$ cat src/rtl/output_port_bank.sv
// Bank of NPORTS registered CPU output ports with a valid/ack handshake and sticky overrun flags.
// Optional macro OUT_PORT_READBACK_EN adds the combinational rd_status readback of the selected port.
module output_port_bank #(
  parameter int WIDTH  = 8,
  parameter int NPORTS = 4,
  parameter int SELW   = $clog2(NPORTS)
) (
  input  logic                     clk,
  input  logic                     reset,
  input  logic                     we,
  input  logic [SELW-1:0]          sel_port,
  input  logic [WIDTH-1:0]         in_data,
  input  logic                     clr_ovr,
  input  logic [NPORTS-1:0]        ack,
  output logic [NPORTS*WIDTH-1:0]  out_data,
  output logic [NPORTS-1:0]        out_valid,
  output logic [NPORTS-1:0]        overrun
`ifdef OUT_PORT_READBACK_EN
  ,
  output logic [WIDTH+1:0]         rd_status
`endif
);

  typedef enum logic {
    EMPTY = 1'b0,
    FULL  = 1'b1
  } port_state_e;

  for (genvar p = 0; p < NPORTS; p++) begin : g_port
    port_state_e      state_q, state_d;
    logic [WIDTH-1:0] data_q, data_d;
    logic             ovr_q, ovr_d;
    logic             sel_hit, wr_hit, ack_hit, ovr_set;

    // An out-of-range selector matches no port, so writes and clears to it vanish.
    assign sel_hit = (sel_port == SELW'(p));
    assign wr_hit  = we && sel_hit;
    assign ack_hit = ack[p] && (state_q == FULL);

    // NOTE: every always_comb output gets a default first so no path can infer a latch.
    always_comb begin
      state_d = state_q;
      data_d  = data_q;
      ovr_set = 1'b0;
      case (state_q)
        EMPTY: begin
          if (wr_hit) begin
            state_d = FULL;
            data_d  = in_data;
          end
        end
        FULL: begin
          if (wr_hit && ack_hit) begin
            data_d = in_data;
          end else if (wr_hit) begin
            ovr_set = 1'b1;
          end else if (ack_hit) begin
            state_d = EMPTY;
          end
        end
      endcase
      // A fresh overrun beats a same-cycle clear.
      if (ovr_set) begin
        ovr_d = 1'b1;
      end else if (clr_ovr && sel_hit) begin
        ovr_d = 1'b0;
      end else begin
        ovr_d = ovr_q;
      end
    end

    // NOTE: sequential state uses non-blocking assignments so all ports update from the same pre-edge values.
    always_ff @(posedge clk) begin
      if (reset) begin
        state_q <= EMPTY;
        data_q  <= '0;
        ovr_q   <= 1'b0;
      end else begin
        state_q <= state_d;
        data_q  <= data_d;
        ovr_q   <= ovr_d;
      end
    end

    assign out_data[p*WIDTH +: WIDTH] = data_q;
    assign out_valid[p]               = (state_q == FULL);
    assign overrun[p]                 = ovr_q;
  end

`ifdef OUT_PORT_READBACK_EN
  always_comb begin
    rd_status = '0;
    for (int p = 0; p < NPORTS; p++) begin
      if (sel_port == SELW'(p)) begin
        rd_status = {overrun[p], out_valid[p], out_data[p*WIDTH +: WIDTH]};
      end
    end
  end
`endif

endmodule

$ cat config.mk
export PLATFORM = sky130hd
export DESIGN_NAME = output_port_bank
export DESIGN_NICKNAME = d
export VERILOG_FILES = /design/src/rtl/output_port_bank.sv
export SDC_FILE = /design/constraint.sdc
export NUM_CORES = 1
export LEC_CHECK = 0
export CORE_MARGIN = 10
export CORE_UTILIZATION = 40
export DETAILED_ROUTE_END_ITERATION = 8
export PLACE_DENSITY_LB_ADDON = 0.05
export SYNTH_ARGS = -nofsm -noshare
export SYNTH_HDL_FRONTEND = slang
export SYNTH_SLANG_ARGS = --single-unit
$ cat constraint.sdc
create_clock -name clk -period 1.8 [get_ports clk]
set_clock_uncertainty 0.05 [all_clocks]
set_input_delay 0.45 -clock clk [delete_from_list [all_inputs] [get_ports clk]]
set_output_delay 0.45 -clock clk [all_outputs]
set_load 0.005 [all_outputs]
==> results.tsv <==
stage	metric	value	unit
yosys	avgSynthCellArea	8.694	um2
clock_network	h-tree-depth	2	
setup_path	crit_chain	clkdlybuf4s50_1 > buf_4 > and3b_1 > nand3_1 > a21oi_1	
yosys	ys_ff_latch	40	
power_and_ir_drop	seq_power_share	52.2	%
setup_path	arrival	1.84	ns
setup_path	r2r_start	g_port[2].state_q$_SDFF_PP0_	
clock_network	clkTransAtPathRegs	0.08	ns
placed_design	io_buffers	57	
setup_path	cp-start-kind	input port	
drt	drt_iter0_drc	55	
placed_design	place_area	0.002327	mm2
setup_path	crit_slowest_cell	clkdlybuf4s50_1	
setup_path	r2r-end	g_port[2].data_q[0]$_SDFFE_PP0P_	
drt	drt_wl_total	4771	um
drt	wire_per_inst	15.85	um
clock_network	clkLatencyLatePin	0.29	ns
yosys	mappedNetlistArea	0.001695	mm2
placed_design	gp_congestion	0.7541	
sta	finalMaxSlewViolations	0	
cells_and_area	drive_gt1_share	10.76	%
global_routing	antenna_found_initial	0	
cells_and_area	finalInstanceArea	0.002420	mm2
clock_network	ctsHoldBuffers	0	
outcome	status	finished, final reports clean	
clock_network	cts_tree	done	
setup_path	worstPathRequired	1.97	ns
job	cap_violations	0	
yosys	yosys.cell_types.count	22	
power_and_ir_drop	p_sw_share	23.68	%
yosys	netlist.area_leader.share	47.23	%
sta	setup_viol	0	
clock_network	clk_path_buf_depth	2	
sta	hold_violations	0	
setup_path	worstRegToRegCells	4	
worst_hold_path	hp-class	flip-flop to flip-flop	
yosys	synth_area_leaders	dfxtp_1 (47%), a21oi_1 (9.2%), nand2b_1 (8.1%)	
die	die_w	85.11	um
drt	final_antenna_net_count	0	
cells_and_area	area_growth	42.73	%
yosys	synth_cells	195	
drt	vias	1570	
power_and_ir_drop	p_sw	420.2	uW
sta	relSlewSlack	78.07	%
die	die_h	85.11	um
setup_path	critPathMaxFanout	9	
setup_path	crit_path_start	sel_port[1]	
setup_path	r2r_slack	0.76	ns
clock_network	cts_setup_buffers	0	
power_and_ir_drop	pwr-share-comb	13.4	%
setup_path	path_class	input port to flip-flop	
die	io_pins	58	
power_and_ir_drop	peakVddDrop	0.3372	mV
yosys	yosysWarnings	0	
power_and_ir_drop	p_int	1355	uW
setup_path	worstSetupEndpoint	g_port[2].data_q[2]$_SDFFE_PP0P_	
setup_path	cp-end-kind	flip-flop	
die	floorplan.initialDensity	41.78	%
global_routing	grt_max_degree	49	
clock_network	cts_root_buffer	clkbuf_8	
power_and_ir_drop	clock_power_share	34.4	%
sta	rsz0062_at_grt	false	
global_routing	first_global_vias	1584	
placed_design	dp_hpwl	3552	um
yosys	synth_top_cell_by_area	dfxtp_1	
sta	finalCritPeriodShare	92.88	%
sta	fmaxAchievable	598.1	MHz
global_routing	grt_pass1_wl	7728	um
sta	fin_crit	1.672	ns
die	rows	23	
clock_network	cts_resized	0	
clock_network	clock-sinks	40	
drt	drc	0	
worst_hold_path	hold_path_startpoint	g_port[1].data_q[5]$_SDFFE_PP0P_	
global_routing	grt_usage	13.03	%
global_routing	grt_overflow_total	0	
yosys	ys_seq_area_share	47.23	%
drt	routed_via_density	5.216	
sta	worst_pin_slew	0.3290	ns
power_and_ir_drop	powerDensity	733.5	mW/mm2
drt	firstDrtPassIters	4	
cells_and_area	final-instance-count-excl-fill	301	
yosys	synth_fp_nets	213	
placed_design	dpl.cell_count	293	
cells_and_area	nNetsFinal	268	
setup_path	slowest_delay	0.61	ns
power_and_ir_drop	p_leak	0.0008941	uW
die	coreArea	0.004058	mm2
cells_and_area	diodes	0	
die	fp.dieArea	0.007243	mm2
clock_network	cts_buffers	5	
## how the worst min path moves through the flow
stage          depth (start not counted)  slack (ns)                               end
2_1_floorplan                          2        0.40      g_port[1].ovr_q$_SDFFE_PP0P_
3_3_place_gp                           2        0.40  g_port[0].data_q[0]$_SDFFE_PP0P_
3_5_place_dp                           2        0.42  g_port[1].data_q[5]$_SDFFE_PP0P_
4_1_cts                                2        0.43  g_port[1].data_q[5]$_SDFFE_PP0P_
5_1_grt                                2        0.45  g_port[1].data_q[2]$_SDFFE_PP0P_
6_report                               2        0.42  g_port[1].data_q[5]$_SDFFE_PP0P_
## critical path: cells and delay by family
family,cells,cell delay [ns]
buffers and inverters,2,0.77
AND/OR/NAND/NOR,2,0.47
AO/OA/AOI/OAI,1,0.15
## logic make-up (layout without fill, tap and decap cells)
kind of cell           count (synthesis)  in the layout  share of synthesized area, %
AOI/OAI and AO/OA                     59             59                         17.86
buffers and inverters                 26             82                         8.855
DFF                                   40             40                         47.23
muxes                                  8              8                         4.723
and+or+nand+nor                       62             62                         21.33
## cells in the final DEF, fill, tap and decap left out
master and instances:
clkdlybuf4s50_1 57, dfxtp_1 40, a21oi_1 31, nand3_1 26, nand2b_1 22, o21ai_0 19
buf_4 14, mux2i_1 8, o21ai_1 7, clkbuf_8 6, nand2_1 4, nor2b_1 3
and3b_1 2, nand3b_1 2, clkinv_2 2, buf_12 2, nor3b_2 1, or3b_4 1
inv_1 1, a2bb2oi_1 1, nor2_1 1, o21ai_2 1
## through the flow
stage,hold WS (ns),TNS [ns],worst slack [ns],power (uW),utilization [%]
floorplan,0.4042,0,0.3712,1046,-
global placement,0.4013,-1.329,-0.07279,1181,57.35
detailed placement,0.4161,-3.162,-0.1580,1189,57.35
CTS,0.4272,0,0.1219,1804,59.64
global route,0.4535,0,0.01933,1870,59.64
finish,0.4236,0,0.1281,1775,59.64
## layout make-up
type	instances	area, um2
tap	50	62.56
inverter	1	3.754
clock buffer	6	82.58
clock inverter	2	10.01
timing repair buffer	73	715.7
fill	354	1638
sequential	40	800.8
multi-input combinational	129	744.5
## registers in the layout, indices dropped and copies added (netlist names)
signal	flops
g_port.state_q	4
g_port.data_q	32
g_port.ovr_q	4
## cells in the mapped netlist (all sizes together)
| library cell | instances |
|---|---|
| nand3 | 26 |
| o21ai | 27 |
| nor3b | 1 |
| mux2i | 8 |
| nor2b | 3 |
| or3b | 1 |
| inv | 1 |
| nand2b | 22 |
| buf | 15 |
| nand3b | 2 |
| nor2 | 1 |
| dfxtp | 40 |
| a21oi | 31 |
| a2bb2oi | 1 |
| and3b | 2 |
| clkbuf | 10 |
| nand2 | 4 |
## power by group through the flow
stage               logic (uW)  clock network, uW  registers (uW)
floorplan                 98.5                  0             947
global placement           235                  0             946
detailed placement         241                  0             948
CTS                        241                636             927
global route               260                680             931
finish                     238                610             927
## metal layers
metal  global-route usage (%)  vias to the layer above  wire length [um]
met5                        0                        -                 0
met3                    4.971                        5               342
met1                    14.94                      749              1962
met4                    5.689                        0                48
met2                    21.05                       44              2418
li1                         -                      772                 -
(Power assumes the default switching activity.)
